## config.mk

```make
export PLATFORM = sky130hd
export DESIGN_NAME = sparten_chunk_scheduler
export DESIGN_NICKNAME = d
export VERILOG_FILES = /design/src/rtl/sparten_pkg.sv /design/src/rtl/sparten_chunk_scheduler_cu_pick.sv /design/src/rtl/sparten_chunk_scheduler.sv
export SDC_FILE = /design/constraint.sdc
export NUM_CORES = 1
export LEC_CHECK = 0
export BUFFER_PORTS_ARGS = -buffer_cell sky130_fd_sc_hd__buf_2
export CORE_MARGIN = 2
export CORE_UTILIZATION = 48
export CTS_BUF_LIST = sky130_fd_sc_hd__clkbuf_2 sky130_fd_sc_hd__clkbuf_4 sky130_fd_sc_hd__clkbuf_8
export DETAILED_ROUTE_END_ITERATION = 12
export PLACE_DENSITY = 0.68
export SYNTH_ARGS = -nofsm -noshare
export SYNTH_HDL_FRONTEND = slang
export SYNTH_SLANG_ARGS = --single-unit
```

## constraint.sdc

```tcl
create_clock -name clk -period 10.4 [get_ports clk]
set_input_delay 1.56 -clock clk [delete_from_list [all_inputs] [get_ports clk]]
set_output_delay 1.56 -clock clk [all_outputs]
set_load 0.02 [all_outputs]
```

## src/rtl/sparten_pkg.sv

```systemverilog
// Shared types and width helpers for the sparse dot-product chunk scheduler.
package sparten_pkg;

    typedef enum logic [1:0] {
        IDLE,
        DISPATCH,
        DRAIN,
        OUTPUT
    } sched_state_e;

    // Chunk index width for a given maximum chunk count.
    function automatic int cidx_w(input int max_chunks);
        return (max_chunks > 1) ? $clog2(max_chunks) : 1;
    endfunction

    // Compute-unit select width; a single CU still needs a 1-bit select.
    function automatic int cu_w(input int num_cu);
        return (num_cu > 1) ? $clog2(num_cu) : 1;
    endfunction

endpackage

```

## src/rtl/sparten_chunk_scheduler_cu_pick.sv

```systemverilog
// Lowest-index free compute unit selector: busy mask in, index and any-free flag out.
module sparten_cu_pick
    import sparten_pkg::*;
#(
    parameter int NUM_CU = 4,
    parameter int SEL_W  = cu_w(NUM_CU)
) (
    input  logic [NUM_CU-1:0] busy,
    output logic [SEL_W-1:0]  idx,
    output logic              any_free
);

    // Scanning downward lets the lowest free index win.
    always_comb begin
        idx      = '0;
        any_free = 1'b0;
        for (int i = NUM_CU - 1; i >= 0; i--) begin
            if (!busy[i]) begin
                idx      = SEL_W'(i);
                any_free = 1'b1;
            end
        end
    end

endmodule

```

## src/rtl/sparten_chunk_scheduler.sv

```systemverilog
// Dispatches the chunks of one sparse dot-product job over the CU array and
// accumulates the per-chunk partial results into a single job result.
module sparten_chunk_scheduler
    import sparten_pkg::*;
#(
    parameter int NUM_CU     = 4,
    parameter int Q          = 8,
    parameter int MAX_CHUNKS = 64,
    parameter int ACC_W      = 32
) (
    input  logic                        clk,
    input  logic                        rst_n,
    input  logic                        job_valid,
    output logic                        job_ready,
    input  logic [cidx_w(MAX_CHUNKS):0] job_num_chunks,
    output logic                        chunk_req_valid,
    input  logic                        chunk_req_ready,
    output logic [cidx_w(MAX_CHUNKS)-1:0] chunk_req_idx,
    output logic [cu_w(NUM_CU)-1:0]     chunk_req_cu,
    output logic [NUM_CU-1:0]           cu_enable,
    input  logic [NUM_CU-1:0]           cu_done,
    input  logic [NUM_CU*2*Q-1:0]       cu_result,
    output logic                        res_valid,
    input  logic                        res_ready,
    output logic [ACC_W-1:0]            res_data
);

    localparam int IDX_W = cidx_w(MAX_CHUNKS);
    localparam int CNT_W = IDX_W + 1;
    localparam int SEL_W = cu_w(NUM_CU);
    localparam int RES_W = 2 * Q;

    sched_state_e      state, state_next;
    logic [CNT_W-1:0]  count, issued, completed, completed_next, done_cnt;
    logic [NUM_CU-1:0] busy, counted, hs_mask;
    logic [ACC_W-1:0]  acc, acc_next, done_sum;
    logic [SEL_W-1:0]  pick_idx, req_cu_hold;
    logic              any_free, req_hold, handshake;

    sparten_cu_pick #(.NUM_CU(NUM_CU), .SEL_W(SEL_W)) u_pick (
        .busy     (busy),
        .idx      (pick_idx),
        .any_free (any_free)
    );

    // A stalled offer keeps its CU even if a lower CU frees up meanwhile.
    assign job_ready       = (state == IDLE);
    assign chunk_req_valid = (state == DISPATCH) && (issued < count) && any_free;
    assign chunk_req_cu    = req_hold ? req_cu_hold : pick_idx;
    assign chunk_req_idx   = issued[IDX_W-1:0];
    assign handshake       = chunk_req_valid && chunk_req_ready;
    assign hs_mask         = handshake ? (NUM_CU'(1) << chunk_req_cu) : '0;
    assign counted         = cu_done & busy;

    always_comb begin
        done_sum = '0;
        done_cnt = '0;
        for (int i = 0; i < NUM_CU; i++) begin
            if (counted[i]) begin
                done_sum = done_sum + ACC_W'(cu_result[i*RES_W +: RES_W]);
                done_cnt = done_cnt + CNT_W'(1);
            end
        end
    end

    assign acc_next       = acc + done_sum;
    assign completed_next = completed + done_cnt;

    always_ff @(posedge clk or negedge rst_n) begin
        if (!rst_n) state <= IDLE;
        else        state <= state_next;
    end

    // DRAIN looks at this cycle's dones so the result follows the last done by one cycle.
    always_comb begin
        state_next = state;
        case (state)
            IDLE:     if (job_valid)                 state_next = DISPATCH;
            DISPATCH: if (issued == count)           state_next = DRAIN;
            DRAIN:    if (completed_next == count)   state_next = OUTPUT;
            OUTPUT:   if (res_ready)                 state_next = IDLE;
            default:                                 state_next = IDLE;
        endcase
    end

    always_ff @(posedge clk or negedge rst_n) begin
        if (!rst_n) begin
            count       <= '0;
            issued      <= '0;
            completed   <= '0;
            busy        <= '0;
            acc         <= '0;
            cu_enable   <= '0;
            req_hold    <= 1'b0;
            req_cu_hold <= '0;
            res_valid   <= 1'b0;
            res_data    <= '0;
        end else begin
            busy        <= (busy & ~counted) | hs_mask;
            acc         <= acc_next;
            completed   <= completed_next;
            cu_enable   <= hs_mask;
            req_hold    <= chunk_req_valid && !chunk_req_ready;
            req_cu_hold <= chunk_req_cu;
            if (handshake) issued <= issued + CNT_W'(1);
            if (state == IDLE && job_valid) begin
                count     <= job_num_chunks;
                issued    <= '0;
                completed <= '0;
                acc       <= '0;
            end
            if (state == DRAIN && state_next == OUTPUT) begin
                res_valid <= 1'b1;
                res_data  <= acc_next;
            end else if (state == OUTPUT && res_ready) begin
                res_valid <= 1'b0;
            end
        end
    end

endmodule

```

-- Word level (Yosys, flattened, before mapping)
Index checks and enable logic that the tools add are counted.
- bits of input ports: 80
- memory bits (read-only): 0
- bits in registers: 99
- bits in latches: 0
- bits in writable memories: 0
- memories: 0
- output and inout bits: 47
- logic and storage cells: 72
- bitwise operators: 4
- divide/modulo/power cells: 0
- magnitude comparators: 1
- reductions and logical operators: 11
- muxes and demuxes: 29
- equality and inequality tests: 6
- $add $sub $neg: 9
- $mul: 0
- shift-type cells: 1
- operators with widths (operator ; count):
    $mux 32 ; 4
    $add 32x16->32 ; 3
    $mux 7 ; 6
    $add 32x32->32 ; 1
    $add 7x1->7 const B ; 4
    $mux 2 ; 9
    $mux 16 ; 1
    $eq 7x7->1 ; 2
    $and 4x4->4 ; 2
    $pmux 2 s4 ; 1
    $add 7x7->7 ; 1
    $logic_and 1x1->1 ; 7
    $lt 7x7->1 ; 1
    $mux 1 ; 7
    $eq 2x2->1 const B ; 3
    $mux 4 ; 1
    $not 4->4 ; 1
    $or 4x4->4 ; 1
    $reduce_bool 2->1 ; 2
    $shl 1x2->4 const A ; 1
    $eq 2x1->1 const B ; 1
    $logic_not 2->1 ; 1
    $logic_not 1->1 ; 1

-- Depth between registers and ports, before layout
Gate-level depths: netlist (run 1).
- depth after elaboration: 15
- gate-level depth with buffers: 39
- mapped depth without buffers: 38

-- Cells and area by module
From an unflattened synthesis (run 1), not the netlist that was laid out.
- cell total of the unflattened synthesis: 975
- area, all modules: 8463.1 sq um
- by module, submodules not included (module ; area an instance (sq um) ; times used ; sequential area each (sq um) ; cells an instance):
    sparten_chunk_scheduler ; 8434.3 ; 1 ; 2477.4 ; 970
    sparten_cu_pick ; 28.8 ; 1 ; 0.0 ; 5

-- Worst setup path before layout (run 1)
Ideal clock, no wire load.
- kind: input port to flip-flop
- start point: input cu_done[0]
- end point: register res_data[24]
- path buffers: 1
- arrival time: 8.325 ns
- library setup time: 0.134 ns
- path slack: 1.941 ns
- stages on the path: 32
- required time: 10.266 ns
- path through: clkbuf_1 and3_1 ha_1 fa_1 maj3_1 o211ai_1 nand2_1 o2111a_1 a2111oi_0 mux2i_1 nand4_1 ha_1 or3_1 o31a_1 xor2_1 mux2_2 ha_1 a21o_1 a21o_1 a22o_1 nor2_1 xnor2_1 mux2_2 ha_1 and3_1 a221o_1 nand3_1 nand2_1 o31ai_2 nor2_1 xnor2_1 o21ai_0
- cells in the longest elaborated chain, start to end: 14
- elaborated cells on any way between the ends: 22
- classes of those cells: add/sub (8); eq/ne (2); mux (10); bitwise (1); reduce/logical (1)
- RTL lines (element ; RTL line ; text):
    start, declared ; sparten_chunk_scheduler.sv:21 ; input logic [NUM_CU-1:0] cu_done,
    $and 4x4->4 (*) ; sparten_chunk_scheduler.sv:53 ; assign counted = cu_done & busy;
    branches (longest 13 deep; another with $add 32x16->32) ; n/a ;
    end signal, assigned ; sparten_chunk_scheduler.sv:114 ; res_data <= acc_next;
    end, declared ; sparten_chunk_scheduler.sv:25 ; output logic [ACC_W-1:0] res_data
Every way passes the cells marked *.
A chain may end at the register's enable or synchronous reset.

-- Final worst setup path (run 1)
- start point: input cu_done[0]
- end point: register res_data[31]
Same word-level chain as after synthesis.

==> impl_metrics.py, run 1 <==
metrics = {
    "clock_network": {
        "h-tree-depth": 3,
        "cts.sinks": 99,
        "cts_tree": "yes",
        "clockRootBuffer": "clkbuf_8",
        "cts_buffer_depth": 2,
        "numCtsBuffers": 9,
        "clk_pin_slew_ns": 0.10,
        "cts_setup_buffers": 0,
        "insertion_delay_ns": 0.38,
        "cts_resized": 0,
        "holdBufCountCts": 0,
    },
    "critical_path": {
        "reg2reg_depth": 36,
        "start_kind": "primary input",
        "crit_path_end_kind": "flop",
        "crit_type": "primary input to flop",
        "slowest_delay_ns": 0.68,
        "arrival_ns": 9.51,
        "reg2reg_from": "busy[0]$_DFF_PN0_",
        "slowest_stage": "nor3_1",
        "worstPathMaxFanout": 19,
        "path_common_cell": "a21o_1",
        "r2r_slack_ns": 1.74,
        "required_ns": 10.63,
        "critical_path.startpoint": "cu_done[0]",
        "r2r-end": "res_data[31]$_DFFE_PN0P_",
    },
    "yosys": {
        "async_reset_ff_frac": 1.00,
        "synth_cell_types": 80,
        "yosysMostFrequentCell": "nand2_1",
        "synth_top_cells_by_area": "dfrtp_1 (30%), ha_1 (12%), nand2_1 (5.4%), xnor2_1 (5.1%), nor2_1 (4.1%)",
        "ys_warn_count": 0,
        "syn_avg_cell_area_um2": 8.46,
        "synth_fp_nets": 1148,
        "seq_area_frac_synth": 0.298,
        "yosys.area.top_type": "dfrtp_1",
        "synth.top_cell.area_share": 0.298,
        "synth-seq-cells": 99,
        "synthesis.area_um2": 8320,
        "netlist_instances": 984,
        "synth_ff_type": "dfrtp_1",
        "synth-edff-count": 0,
        "synth_common_cells": "nand2_1 (119), dfrtp_1 (99), nor2_1 (90)",
    },
    "global_routing": {
        "first_global_vias": 6908,
        "grt_pass1_wl_um": 33000,
        "grt_max_degree": 70,
        "antenna_found_initial": 0,
        "overflow": 0,
        "grt_usage": 0.222,
    },
    "final_layout": {
        "antenna_cells": 0,
        "num-nets-final": 1249,
        "final_util": 0.543,
        "final_area_um2": 9290,
        "syn_to_final_growth_pct": 11.7,
        "fill_cells": 1673,
        "drive_gt1_frac": 0.166,
        "stdcell_count": 1315,
    },
    "placed_design": {
        "dpl_worst_slack_ns": 0.787,
        "placedCellCount": 1299,
        "gp_congestion": 0.854,
        "dp_hpwl_um": 15300,
        "place_area_um2": 9080,
        "numPortBuffers": 126,
    },
    "power_and_ir_drop": {
        "p_int_w": 0.00111,
        "power_density_nw_per_um2": 217,
        "pwr-share-seq": 0.266,
        "p_sw_w": 0.000904,
        "ir_drop_uv": 98.3,
        "p_sw_frac": 0.448,
        "p_leak_nw": 4.73,
        "clockPowerShare": 0.132,
        "power_frac_comb": 0.601,
    },
    "sta": {
        "setup_ws_ns": 1.12,
        "fmax_ghz": 0.108,
        "period_needed_ns": 9.28,
        "rsz0062_at_grt": "false",
        "worstMarginPinSlew_ns": 0.862,
        "hold_violations": 0,
        "fin_setup_tns_ns": 0,
        "slew_headroom": 0.425,
        "setup_viol": 0,
        "drv_slew": 0,
        "finClkSkew_ns": 0.0190,
        "fin_crit_sh": 0.892,
    },
    "floorplan": {
        "die_area_um2": 18400,
        "die_h_um": 136,
        "core_area_um2": 17100,
        "start_util": 0.486,
        "ios": 127,
        "die_width_um": 136,
        "rows": 48,
    },
    "detailed_routing": {
        "vias_per_cell": 5.53,
        "num_vias": 7273,
        "drt_iter0_drc": 344,
        "avgRoutedWirePerCell_um": 15.1,
        "drc": 0,
        "drtAntennaViolNets": 0,
        "wirelength_um": 19900,
        "firstDrtPassIters": 5,
    },
    "worst_hold_path": {
        "hold_depth": 2,
        "worstHoldStart": "res_data[17]$_DFFE_PN0P_",
        "min_path_type": "flop to flop",
        "holdPathEnd": "res_data[17]$_DFFE_PN0P_",
    },
    "outcome": {
        "status": "complete, no violations",
    },
    "job": {
        "drv_cap": 0,
    },
}
## power groups by stage
stage | clock network (W) | logic [W] | registers [W]
final | 0.000267 | 0.00121 | 0.000538
after floorplan | 0 | 0.000964 | 0.000534
after global placement | 0 | 0.00119 | 0.000543
after CTS | 0.000272 | 0.00122 | 0.000538
after global routing | 0.000288 | 0.00138 | 0.000550
after detailed placement | 0 | 0.00121 | 0.000546
## per-stage QoR
stage	hold slack, ns	power, W
after floorplan	0.491	0.00150
after global placement	0.462	0.00173
after detailed placement	0.468	0.00176
after CTS	0.492	0.00203
after global routing	0.518	0.00221
final	0.488	0.00202
## metal layers
layer / global-route usage / share of wire
met4: 0.0515 / 0.011
met5: 0 / 0
met1: 0.314 / 0.49
met2: 0.357 / 0.45
met3: 0.0355 / 0.048
## cells in the final DEF, fill, tap and decap left out, drive strengths merged, types with 24 or more instances in the layout
cell   count
a21o      35
a21oi     53
and3      24
buf      130
dfrtp     99
ha        79
inv       40
nand2    119
nand3     24
nor2      90
o21ai     70
xnor2     48
xor2      35
## cells by family (layout without fill, tap and decap cells)
| logic type | after synthesis | after routing | synth area share |
|---|---|---|---|
| simple gates | 351 | 351 | 0.200 |
| buf+inv | 77 | 183 | 0.0383 |
| compound gates | 269 | 269 | 0.219 |
| xor+xnor | 83 | 83 | 0.0874 |
| mux | 18 | 18 | 0.0236 |
| other cells | 1 | 1 | 0.000451 |
| flops | 99 | 99 | 0.298 |
| fa+ha+maj | 86 | 86 | 0.133 |
## state kept, by name, indices dropped and copies added, names as in the netlist
signal and flops:
acc 32, res_data 32, completed 7, count 7, issued 7, busy 4
cu_enable 4, req_cu_hold 2, state 2, req_hold 1, res_valid 1
## worst max-delay path: cells and delay by family
kind / cells / cell delay, ns
XOR/XNOR: 5 / 0.85
AND/OR/NAND/NOR: 7 / 1.55
adder cells (fa/ha/maj): 5 / 1.59
AO/OA/AOI/OAI: 17 / 3.30
multiplexers: 1 / 0.27
buffers and inverters: 2 / 0.35
## worst max-delay path by stage
stage | endpoint | slack (ns) | cells past startpoint
6_report | res_data[31]$_DFFE_PN0P_ | 1.12 | 37
5_1_grt | res_data[31]$_DFFE_PN0P_ | 0.37 | 36
4_1_cts | res_data[31]$_DFFE_PN0P_ | 1.18 | 37
3_5_place_dp | res_data[31]$_DFFE_PN0P_ | 0.79 | 37
3_3_place_gp | res_data[29]$_DFFE_PN0P_ | 0.92 | 36
2_1_floorplan | res_data[24]$_DFFE_PN0P_ | 1.94 | 32
## final cells by class
cell class	count	area, µm²	share of cell area
multi-input cells	808	5520	0.594
flip-flops and latches	99	2480	0.267
repair buffers	130	663	0.0714
well taps	225	282	0.0303
inverters	37	139	0.0149
clock buffers	10	138	0.0148
clock inverters	6	71.3	0.00767
No activity file was read; power rests on OpenSTA's default activity.
==> inputs of run 2 (changes only) <==
--- a/config.mk
+++ b/config.mk
@@ -5,7 +5,7 @@
 export SDC_FILE = /design/constraint.sdc
 export NUM_CORES = 1
 export LEC_CHECK = 0
-export BUFFER_PORTS_ARGS = -buffer_cell sky130_fd_sc_hd__buf_2
+export BUFFER_PORTS_ARGS = -buffer_cell sky130_fd_sc_hd__clkbuf_2
 export CORE_MARGIN = 2
 export CORE_UTILIZATION = 48
 export CTS_BUF_LIST = sky130_fd_sc_hd__clkbuf_2 sky130_fd_sc_hd__clkbuf_4 sky130_fd_sc_hd__clkbuf_8
==> run 2 against run 1 <==
Net effect: register-to-register slack better by 0.02 ns; routed wire length down 1.1%; cell area up 0.24%; hold slack better by 0.0019 ns; clock skew down 0.0011 ns; clock power up 7.9%; non-clock buffer count unchanged; worst setup slack worse by 0.010 ns; flip-flop and latch count unchanged; final cell count unchanged; critical endpoint is now res_data[29]$_DFFE_PN0P_.
==> impl_metrics.py, run 2 (synthesis gave the netlist of run 1 again) <==
metrics = {
    "outcome": {
        "status": "complete, no violations",
    },
    "detailed_routing": {
        "drtAntennaViolNets": 0,
        "drt_iter0_drc": 312,
        "drc": 0,
        "avgRoutedWirePerCell_um": 14.9,
        "wirelength_um": 19700,
        "firstDrtPassIters": 4,
        "num_vias": 7290,
        "vias_per_cell": 5.54,
    },
    "clock_network": {
        "insertion_delay_ns": 0.39,
        "cts.sinks": 99,
        "cts_resized": 0,
        "clockRootBuffer": "clkbuf_8",
        "holdBufCountCts": 0,
        "h-tree-depth": 3,
        "numCtsBuffers": 9,
        "cts_buffer_depth": 2,
        "cts_setup_buffers": 0,
        "cts_tree": "yes",
        "clk_pin_slew_ns": 0.10,
    },
    "final_layout": {
        "syn_to_final_growth_pct": 12.0,
        "final_cell_mix": "clkbuf_2 (125), nand2_1 (119), dfrtp_1 (99), nor2_1 (90), ha_1 (79)",
        "num-nets-final": 1249,
        "top_regs": "acc x32, res_data x32",
        "drive_gt1_frac": 0.166,
        "antenna_cells": 0,
        "final_common_cell": "clkbuf_2",
    },
    "critical_path": {
        "slowest_delay_ns": 0.69,
        "arrival_ns": 9.53,
        "path_common_cell": "a21o_1",
        "crit_family": "compound AO/OA/AOI/OAI gates",
        "worstPathMaxFanout": 19,
        "slowest_stage": "nor3_1",
        "critPathBufInv": 2,
        "crit_type": "primary input to flop",
        "required_ns": 10.64,
        "crit_path_end_kind": "flop",
        "start_kind": "primary input",
    },
    "power_and_ir_drop": {
        "ir_drop_uv": 106,
        "power_density_nw_per_um2": 219,
        "p_leak_nw": 4.72,
    },
    "sta": {
        "worstMarginPinSlew_ns": 0.860,
        "rsz0062_at_grt": "false",
        "whs_ns": 0.490,
        "hold_violations": 0,
        "fin_crit_sh": 0.893,
        "finClkSkew_ns": 0.0179,
        "setup_viol": 0,
        "fmax_ghz": 0.108,
        "slew_headroom": 0.427,
        "period_needed_ns": 9.29,
        "drv_slew": 0,
        "fin_setup_tns_ns": 0,
    },
    "global_routing": {
        "grt_max_degree": 70,
        "antenna_found_initial": 0,
        "first_global_vias": 6708,
        "grt_pass1_wl_um": 32400,
        "grt_usage": 0.218,
        "overflow": 0,
    },
    "placed_design": {
        "gp_congestion": 0.870,
        "dp_hpwl_um": 15200,
        "numPortBuffers": 126,
    },
    "job": {
        "drv_cap": 0,
    },
    "floorplan": {
        "rows": 48,
        "core_area_um2": 17100,
        "die_area_um2": 18400,
        "die_h_um": 136,
        "ios": 127,
        "die_width_um": 136,
        "start_util": 0.486,
    },
    "worst_hold_path": {
        "min_path_type": "flop to flop",
    },
}
==> run 2: final cells by class <==
class | count | area, µm²
clock inverters | 7 | 108
inverters | 37 | 139
well taps | 225 | 282
multi-input cells | 808 | 5520
clock buffers | 9 | 124
fillers | 1632 | 7800
repair buffers | 130 | 663
flip-flops and latches | 99 | 2480
==> run 2: report_power, final <==
| part | internal, W | total [W] | switching (W) |
|---|---|---|---|
| registers | 0.000476 | 0.000538 | 0.0000618 |
| clock network | 0.000140 | 0.000288 | 0.000148 |
| logic | 0.000516 | 0.00121 | 0.000696 |
| total | 0.00113 | 0.00204 | 0.000905 |
==> run 2: worst paths after layout <==
kind	startpoint	endpoint	slack (ns)	cells after the start
min in group asynchronous	rst_n	res_valid$_DFFE_PN0P_	1.08	1
worst max-delay path	cu_done[0]	res_data[29]$_DFFE_PN0P_	1.11	37
worst max register to register	busy[0]$_DFF_PN0_	res_data[29]$_DFFE_PN0P_	1.76	36
worst min register to register	res_data[17]$_DFFE_PN0P_	res_data[17]$_DFFE_PN0P_	0.49	2
max in group asynchronous	rst_n	acc[13]$_DFF_PN0_	8.11	2
worst min-delay path	res_data[17]$_DFFE_PN0P_	res_data[17]$_DFFE_PN0P_	0.49	2
==> run 2: metrics by stage <==
stage | util | area (µm²) | instances | setup WS [ns] | power (W)
2_1_floorplan | - | 8320 | 984 | 1.94 | 0.00150
3_3_place_gp | 0.531 | 9080 | 1299 | 0.864 | 0.00173
3_5_place_dp | 0.531 | 9080 | 1299 | 0.774 | 0.00175
4_1_cts | 0.544 | 9320 | 1315 | 1.17 | 0.00205
5_1_grt | 0.544 | 9320 | 1315 | 0.461 | 0.00223
6_report | 0.544 | 9320 | 1315 | 1.11 | 0.00204
==> run 2: layer usage <==
layer,vias up,GRT usage,wire [µm]
li1,3712,-,-
met1,3403,0.313,9600
met2,160,0.347,8880
met3,15,0.0374,968
met4,0,0.0463,207
met5,-,0,0
==> run 2: tightest hold or removal path, cell delays in order (launching register included) <==
cell	delay, ns
dfrtp_1	0.36
nand2_1	0.05
o21ai_0	0.06
